--- src/rtl/mem_dump_reader_if.sv ---
// Signal bundle linking the dump reader to the data-memory read port and the byte consumer.
// master = host/memory/consumer side, slave = dump reader.
interface mem_dump_reader_if #(
  parameter int ADDR_W = 4,
  parameter int DATA_W = 8
);
  logic              start;
  logic [ADDR_W-1:0] start_addr;
  logic [ADDR_W:0]   count;
  logic              mem_rd_en;
  logic [ADDR_W-1:0] mem_addr;
  logic [DATA_W-1:0] mem_rdata;
  logic [DATA_W-1:0] out_data;
  logic [ADDR_W-1:0] out_addr;
  logic              out_valid;
  logic              out_ready;
  logic              busy;
  logic              done;

  modport master (
    output start, start_addr, count, mem_rdata, out_ready,
    input  mem_rd_en, mem_addr, out_data, out_addr, out_valid, busy, done
  );

  modport slave (
    input  start, start_addr, count, mem_rdata, out_ready,
    output mem_rd_en, mem_addr, out_data, out_addr, out_valid, busy, done
  );
endinterface

--- src/rtl/mem_dump_reader.sv ---
// Data-memory dump engine: walks an address range through the shared synchronous
// read port and streams each byte, tagged with its address, over valid/ready.
module mem_dump_reader #(
  parameter int ADDR_W = 4,
  parameter int DATA_W = 8,
  parameter int DEPTH  = 16
) (
  input logic              clk,
  input logic              rst,
  mem_dump_reader_if.slave bus
);
  typedef enum logic [2:0] {
    S_IDLE,
    S_READ,
    S_WAIT,
    S_HOLD,
    S_DONE
  } state_t;

  state_t            state_q;
  logic [ADDR_W-1:0] cur_addr_q;
  logic [ADDR_W-1:0] cur_addr_d;
  logic [ADDR_W:0]   remaining_q;
  logic [ADDR_W:0]   remaining_d;
  logic [ADDR_W:0]   start_len_d;
  logic              mem_rd_en_q;
  logic [ADDR_W-1:0] mem_addr_q;
  logic [DATA_W-1:0] out_data_q;
  logic [ADDR_W-1:0] out_addr_q;
  logic              out_valid_q;
  logic              busy_q;
  logic              done_q;

  // Explicit wrap keeps the walk correct even for a non-power-of-two DEPTH.
  assign cur_addr_d  = (cur_addr_q == ADDR_W'(DEPTH - 1)) ? '0 : cur_addr_q + ADDR_W'(1);
  assign remaining_d = remaining_q - (ADDR_W + 1)'(1);
  assign start_len_d = (bus.count == '0) ? (ADDR_W + 1)'(DEPTH) : bus.count;

  always_ff @(posedge clk) begin
    if (!rst) begin
      state_q     <= S_IDLE;
      cur_addr_q  <= '0;
      remaining_q <= '0;
      mem_rd_en_q <= 1'b0;
      mem_addr_q  <= '0;
      out_data_q  <= '0;
      out_addr_q  <= '0;
      out_valid_q <= 1'b0;
      busy_q      <= 1'b0;
      done_q      <= 1'b0;
    end else begin
      case (state_q)
        S_IDLE: begin
          done_q <= 1'b0;
          if (bus.start) begin
            cur_addr_q  <= bus.start_addr;
            remaining_q <= start_len_d;
            busy_q      <= 1'b1;
            mem_rd_en_q <= 1'b1;
            mem_addr_q  <= bus.start_addr;
            state_q     <= S_READ;
          end
        end
        S_READ: begin
          mem_rd_en_q <= 1'b0;
          state_q     <= S_WAIT;
        end
        S_WAIT: begin
          // Read data for cur_addr is on mem_rdata during this cycle.
          out_data_q  <= bus.mem_rdata;
          out_addr_q  <= cur_addr_q;
          out_valid_q <= 1'b1;
          state_q     <= S_HOLD;
        end
        S_HOLD: begin
          if (bus.out_ready) begin
            out_valid_q <= 1'b0;
            cur_addr_q  <= cur_addr_d;
            remaining_q <= remaining_d;
            if (remaining_q == (ADDR_W + 1)'(1)) begin
              done_q  <= 1'b1;
              state_q <= S_DONE;
            end else begin
              mem_rd_en_q <= 1'b1;
              mem_addr_q  <= cur_addr_d;
              state_q     <= S_READ;
            end
          end
        end
        S_DONE: begin
          done_q  <= 1'b0;
          busy_q  <= 1'b0;
          state_q <= S_IDLE;
        end
        default: begin
          state_q     <= S_IDLE;
          mem_rd_en_q <= 1'b0;
          out_valid_q <= 1'b0;
          busy_q      <= 1'b0;
          done_q      <= 1'b0;
        end
      endcase
    end
  end

  assign bus.mem_rd_en = mem_rd_en_q;
  assign bus.mem_addr  = mem_addr_q;
  assign bus.out_data  = out_data_q;
  assign bus.out_addr  = out_addr_q;
  assign bus.out_valid = out_valid_q;
  assign bus.busy      = busy_q;
  assign bus.done      = done_q;
endmodule

--- src/flat_wrapper.sv ---
// flat-port wrapper written by rule: the top's interface ports become plain ports
module mem_dump_reader_flat 
#(
  parameter int ADDR_W = 4,
  parameter int DATA_W = 8,
  parameter int DEPTH  = 16
)
  (clk, rst, bus_start, bus_start_addr, bus_count, bus_mem_rdata, bus_out_ready, bus_mem_rd_en, bus_mem_addr, bus_out_data, bus_out_addr, bus_out_valid, bus_busy, bus_done);
  mem_dump_reader_if #(.ADDR_W(ADDR_W), .DATA_W(DATA_W)) bus_i ();
  input logic clk;
  input logic rst;
  input wire logic [$bits(bus_i.start)-1:0] bus_start;
  input wire logic [$bits(bus_i.start_addr)-1:0] bus_start_addr;
  input wire logic [$bits(bus_i.count)-1:0] bus_count;
  input wire logic [$bits(bus_i.mem_rdata)-1:0] bus_mem_rdata;
  input wire logic [$bits(bus_i.out_ready)-1:0] bus_out_ready;
  output wire logic [$bits(bus_i.mem_rd_en)-1:0] bus_mem_rd_en;
  output wire logic [$bits(bus_i.mem_addr)-1:0] bus_mem_addr;
  output wire logic [$bits(bus_i.out_data)-1:0] bus_out_data;
  output wire logic [$bits(bus_i.out_addr)-1:0] bus_out_addr;
  output wire logic [$bits(bus_i.out_valid)-1:0] bus_out_valid;
  output wire logic [$bits(bus_i.busy)-1:0] bus_busy;
  output wire logic [$bits(bus_i.done)-1:0] bus_done;
  assign bus_i.start = bus_start;
  assign bus_i.start_addr = bus_start_addr;
  assign bus_i.count = bus_count;
  assign bus_i.mem_rdata = bus_mem_rdata;
  assign bus_i.out_ready = bus_out_ready;
  assign bus_mem_rd_en = bus_i.mem_rd_en;
  assign bus_mem_addr = bus_i.mem_addr;
  assign bus_out_data = bus_i.out_data;
  assign bus_out_addr = bus_i.out_addr;
  assign bus_out_valid = bus_i.out_valid;
  assign bus_busy = bus_i.busy;
  assign bus_done = bus_i.done;
  mem_dump_reader #(.ADDR_W(ADDR_W), .DATA_W(DATA_W), .DEPTH(DEPTH)) u_core (.clk(clk), .rst(rst), .bus(bus_i));
endmodule
--- config.mk ---
export PLATFORM = sky130hd
export DESIGN_NAME = mem_dump_reader_flat
export DESIGN_NICKNAME = d
export VERILOG_FILES = /design/src/rtl/mem_dump_reader_if.sv /design/src/rtl/mem_dump_reader.sv /design/src/flat_wrapper.sv
export SDC_FILE = /design/constraint.sdc
export NUM_CORES = 1
export LEC_CHECK = 0
export BUFFER_PORTS_ARGS = -buffer_cell sky130_fd_sc_hd__buf_4
export CAP_MARGIN = 40
export CORE_MARGIN = 2
export CORE_UTILIZATION = 55
export CTS_CLUSTER_DIAMETER = 40
export DETAILED_ROUTE_END_ITERATION = 7
export PLACE_DENSITY = 0.86
export SYNTH_ARGS = -nofsm -noshare
export SYNTH_HDL_FRONTEND = slang
export SYNTH_SLANG_ARGS = --single-unit
--- constraint.sdc ---
create_clock -name clk -period 2.6 [get_ports clk]
set_input_delay 0.52 -clock clk [delete_from_list [all_inputs] [get_ports clk]]
set_output_delay 0.52 -clock clk [all_outputs]
set_load 0.005 [all_outputs]
**Word-level counts from Yosys, hierarchy flattened**

Cells that the tools add are included.

- Reductions and logical operators: 14
- Multiplexer cells: 25
- Bitwise operators: 4
- Eq/ne operators: 10
- Add/subtract/negate cells: 2

Operators with widths:

| cell | count |
|---|---|
| 4-bit 2-to-1 mux | 5 |
| 4-bit one-hot mux with 2 select lines | 2 |
| 5-bit 2-to-1 mux | 3 |
| 3-bit one-hot mux with 4 select lines | 1 |
| 5-bit one-hot mux with 2 select lines | 1 |
| 3-bit 2-to-1 mux | 3 |
| 4-bit AND reduction | 2 |
| 3-bit by 2-bit == test with 1-bit output, second input constant | 2 |
| 1-bit 2-to-1 mux | 6 |
| 2-bit inequality test, second input constant | 3 |
| 1-bit one-hot mux with 3 select lines | 2 |
| 2-bit AND reduction | 3 |
| 3-bit AND reduction | 2 |
| 3-bit OR reduction | 2 |
| 5-bit by 1-bit == test with 1-bit output, second input constant | 1 |
| 5-bit logical NOT | 1 |
| 5-bit by 1-bit subtractor with 5-bit output, second input constant | 1 |
| 4-bit by 1-bit adder with 4-bit output, second input constant | 1 |
| 4-bit == test, second input constant | 1 |
| 1-bit inverter | 4 |
| 1-bit one-hot mux with 2 select lines | 2 |
| 2-bit OR reduction | 2 |
| 3-bit by 1-bit == test with 1-bit output, second input constant | 1 |
| 3-bit == test, second input constant | 1 |
| 3 further kinds | 3 |

- Bits in registers: 32
- Output and inout bits: 20
- Word-level logic and storage cells: 65
- Bits of input ports: 21

**Depth between registers and ports, before layout**

- Word-level depth: 5
- Gate-level depth with buffers: 7
- Depth with buffers taken out: 6

**Worst setup path before layout**

OpenSTA, ideal clock, no wires.

- Kind: input to register
- Start: input bus_start
- End: register u_core.remaining_q[0]
- Data required time: 2512 ps
- Stages on the path: 4
- Data arrival time: 1442 ps
- Setup slack: 1070 ps
- Path buffers: 0
- Library setup time: 88 ps
- Cells stage by stage: or3b_4 o21ai_4 a21oi_2 a311oi_2

- Cells in the longest elaborated chain, start to end: 2

Ends and longest elaborated chain:

| what | line | RTL |
|---|---|---|
| start, declared | flat_wrapper.sv:12 | `input wire logic [$bits(bus_i.start)-1:0] bus_start;` |
| 2-bit inequality test (no line) | -- |  |
| 3-bit AND reduction (no line) | -- |  |
| end signal, assigned | mem_dump_reader.sv:57 | `remaining_q <= start_len_d;` |
| end signal, assigned | mem_dump_reader.sv:79 | `remaining_q <= remaining_d;` |
| end, declared | mem_dump_reader.sv:23 | `logic [ADDR_W:0] remaining_q;` |

Every way passes these cells.
A chain may end at the register's enable or synchronous reset.

**Worst setup path in the final report**

- Start: register u_core.state_q[1]
- End: register u_core.remaining_q[4]

- Cells in the longest elaborated chain, start to end: 3
- Elaborated cells on any way between the ends: 7
- Classes of those cells: 3 x eq/ne; 1 x mux; 3 x reduce/logical

Ends and longest elaborated chain:

| what | line | RTL |
|---|---|---|
| start, declared | mem_dump_reader.sv:20 | `state_t state_q;` |
| start signal, assigned | mem_dump_reader.sv:41 | `state_q <= S_IDLE;` |
| start signal, assigned | mem_dump_reader.sv:61 | `state_q <= S_READ;` |
| start signal, assigned | mem_dump_reader.sv:66 | `state_q <= S_WAIT;` |
| 3-bit by 2-bit == test with 1-bit output / 3-bit logical NOT (equally long branches) | mem_dump_reader.sv:52 | `case (state_q)` |
| 2-bit inequality test (no line) / 2-bit nonzero test (equally long branches) | -- |  |
| 3-bit AND reduction (no line) | -- |  |

Parallel ways exist; a longest one is shown, timed or not.

==> impl_results.md <==
- Status: finished, final reports clean
- Setup violators final: 0
- Row cnt: 19
- IO Port Bufs: 40
- Post-Synthesis Cells: 170
- CTS max path bufs: 2
- Clk root buf: clkbuf_4
- Static leakage: 0.788 nW
- Final setup TNS: 0 ns
- Filler Cells Inserted: 216
- Most frequent cells in the layout: 43 x buf_4, 32 x nor2_1, 32 x dfxtp_1, 14 x mux2i_1, 14 x nand2_1
- Avg WL per Cell: 13.7 um
- Post-DP Area: 1850 sq um
- Pin count of the biggest net entering global routing: 27
- Die width: 57.0 um
- Placed Cells: 236
- Yosys reg bits: 32
- Average cell area after synthesis: 9.07 sq um
- CTS buffer count: 5
- Number of global-route vias before repair: 1324
- # DRC: 0
- Total number of vias: 1397
- Peak supply drop: 0.430 mV
- Worst skew pair latency: 0.32 ns
- Worst-margin pin slew: 0.517 ns
- CP max FO: 14
- PwrDens: 573 nW/um^2
- Hold Fails Final Rpt: 0
- Ports: 41
- Max-slew violation count: 0
- Total core area: 2710 sq um
- Overall Global Routing Usage: 22.5%
- First-pass GRT wire length: 5700 um
- Vias per cell: 5.75
- EDFF count, synth: 0
- Rel. slew slack: 65.3%
- Drt first-iter violations: 45
- Global route overflow: 0
- FMAX: 0.581 GHz
- Layout cells sized above 1: 27.8%
- Pre-antenna DRT Iters: 4
- Area grow syn2layout: 23.0%
- Die ar.: 3240 sq um
- CTS tree: yes
- Cell Area, Synth: 1540 sq um
- MaxCap Viol Count: 0
- Worst setup EP type: flop
- Final critical-path share of the clock period: 66.2%
- Synth Flop Type: dfxtp_1
- Final setup skew: 0.00352 ns
- # clock sinks: 32
- Worst hold-check path type: input pin to flop
- Net Count, Synth: 194
- Post-CTS sizing: 0
- Hold buffer count at CTS: 0
- Post-route design area: 1900 sq um
- Post-layout util: 70.0%
- Yosys warns: 0
- CP required: 2.85 ns
- Die height: 57.0 um
- Total Power: 1.09 mW
- Fin crit period: 1.72 ns
- Setup bufs post-CTS: 0
- Reg clk slew, reported paths: 0.09 ns
- Sequential area share after synthesis: 41.5%
- Initial core utilization: 56.9%
- Commonest non-fill, non-tap cell in the layout: buf_4
- Synth unique cells: 45
- Fin nets: 236
- Htree depth: 2
- Arrival time worst endpoint: 1.97 ns
- Setup CP Type: flop to flop
- DRT antenna net count: 0
- GP Congestion: 0.835
- Setup repair after global routing missed its margin: false
- Startpoint type of the worst setup path: flop
- Non-filler instance count after layout: 243
- DRT Wirelength: 3320 um
- Asr flop ratio synth: 0%
- # diodes: 0
- Initial antenna violation count: 0
- Dpl hpwl: 2470 um
cells in the mapped netlist (3+ instances only):
cell	count	area [sq um]
a211oi_1	4	30.0
a21oi_1	12	60.1
buf_4	4	30.0
dfxtp_1	32	641
ha_1	3	37.5
inv_1	4	15.0
mux2i_1	14	140
nand2_1	14	52.6
nand2b_1	3	18.8
nor2_1	32	120
nor3b_1	3	22.5
o21ai_0	3	15.0
o21ai_1	5	25.0
logic make-up after synthesis:
| group | share of synthesized area [%] |
|---|---|
| and+or+nand+nor | 22.6 |
| AOI/OAI and AO/OA | 17.8 |
| DFF | 41.5 |
| muxes | 9.81 |
| buffers and inverters | 4.70 |
| adders and majority gates | 2.43 |
| xor gates and xnor gates | 1.14 |
layer usage:
metal  part of all wire, %  GRT usage, %  vias up
li1                      -             -      684
met1                    42          27.4      659
met2                    50          37.6       43
met3                   5.0          4.76       11
met4                   2.6          11.0        0
met5                     0             0        -
where the power goes:
part,switching [mW],internal [mW],total [mW]
Sequential,0.0460,0.531,0.577
Clock,0.159,0.0994,0.258
Combinational,0.120,0.132,0.252
critical path, stage by stage (launching register included):
cell,delay (ns)
dfxtp_1,0.62
nor3b_2,0.12
o21ai_1,0.46
o21ai_0,0.22
a21oi_1,0.22
through the flow:
stage,hold WS [ns],worst slack [ns]
3_5_place_dp,0.448,0.789
3_3_place_gp,0.440,0.915
6_report,0.427,0.879
4_1_cts,0.419,0.895
5_1_grt,0.432,0.757
2_1_floorplan,0.445,1.07
worst paths after layout:
kind                   startpoint                endpoint  slack (ns)  cells after the start
max reg2reg     u_core.state_q[1]   u_core.remaining_q[4]        0.88                      4
min              bus_mem_rdata[5]  u_core.bus.out_data[5]        0.43                      3
min reg2reg  u_core.bus.mem_rd_en    u_core.bus.mem_rd_en        0.46                      2
max             u_core.state_q[1]   u_core.remaining_q[4]        0.88                      4
state kept, by name, indices dropped and copies added (netlist names):
register / flops
u_core.bus.mem_addr: 4
u_core.state_q: 3
u_core.bus.done: 1
u_core.bus.out_addr: 4
u_core.cur_addr_q: 4
u_core.bus.busy: 1
u_core.bus.out_data: 8
u_core.remaining_q: 5
u_core.bus.out_valid: 1
u_core.bus.mem_rd_en: 1
area by class of cell:
class / instances / area, sq um / share of cell area (%)
Clock buffer: 6 / 41.3 / 2.18
Tap cell: 31 / 38.8 / 2.04
Sequential cell: 32 / 641 / 33.8
Timing Repair Buffer: 43 / 323 / 17.0
Clock inverter: 1 / 5.00 / 0.264
Inverter: 5 / 18.8 / 0.989
Multi-Input combinational cell: 125 / 830 / 43.7
Note: power is estimated with default switching activity, not from simulation.
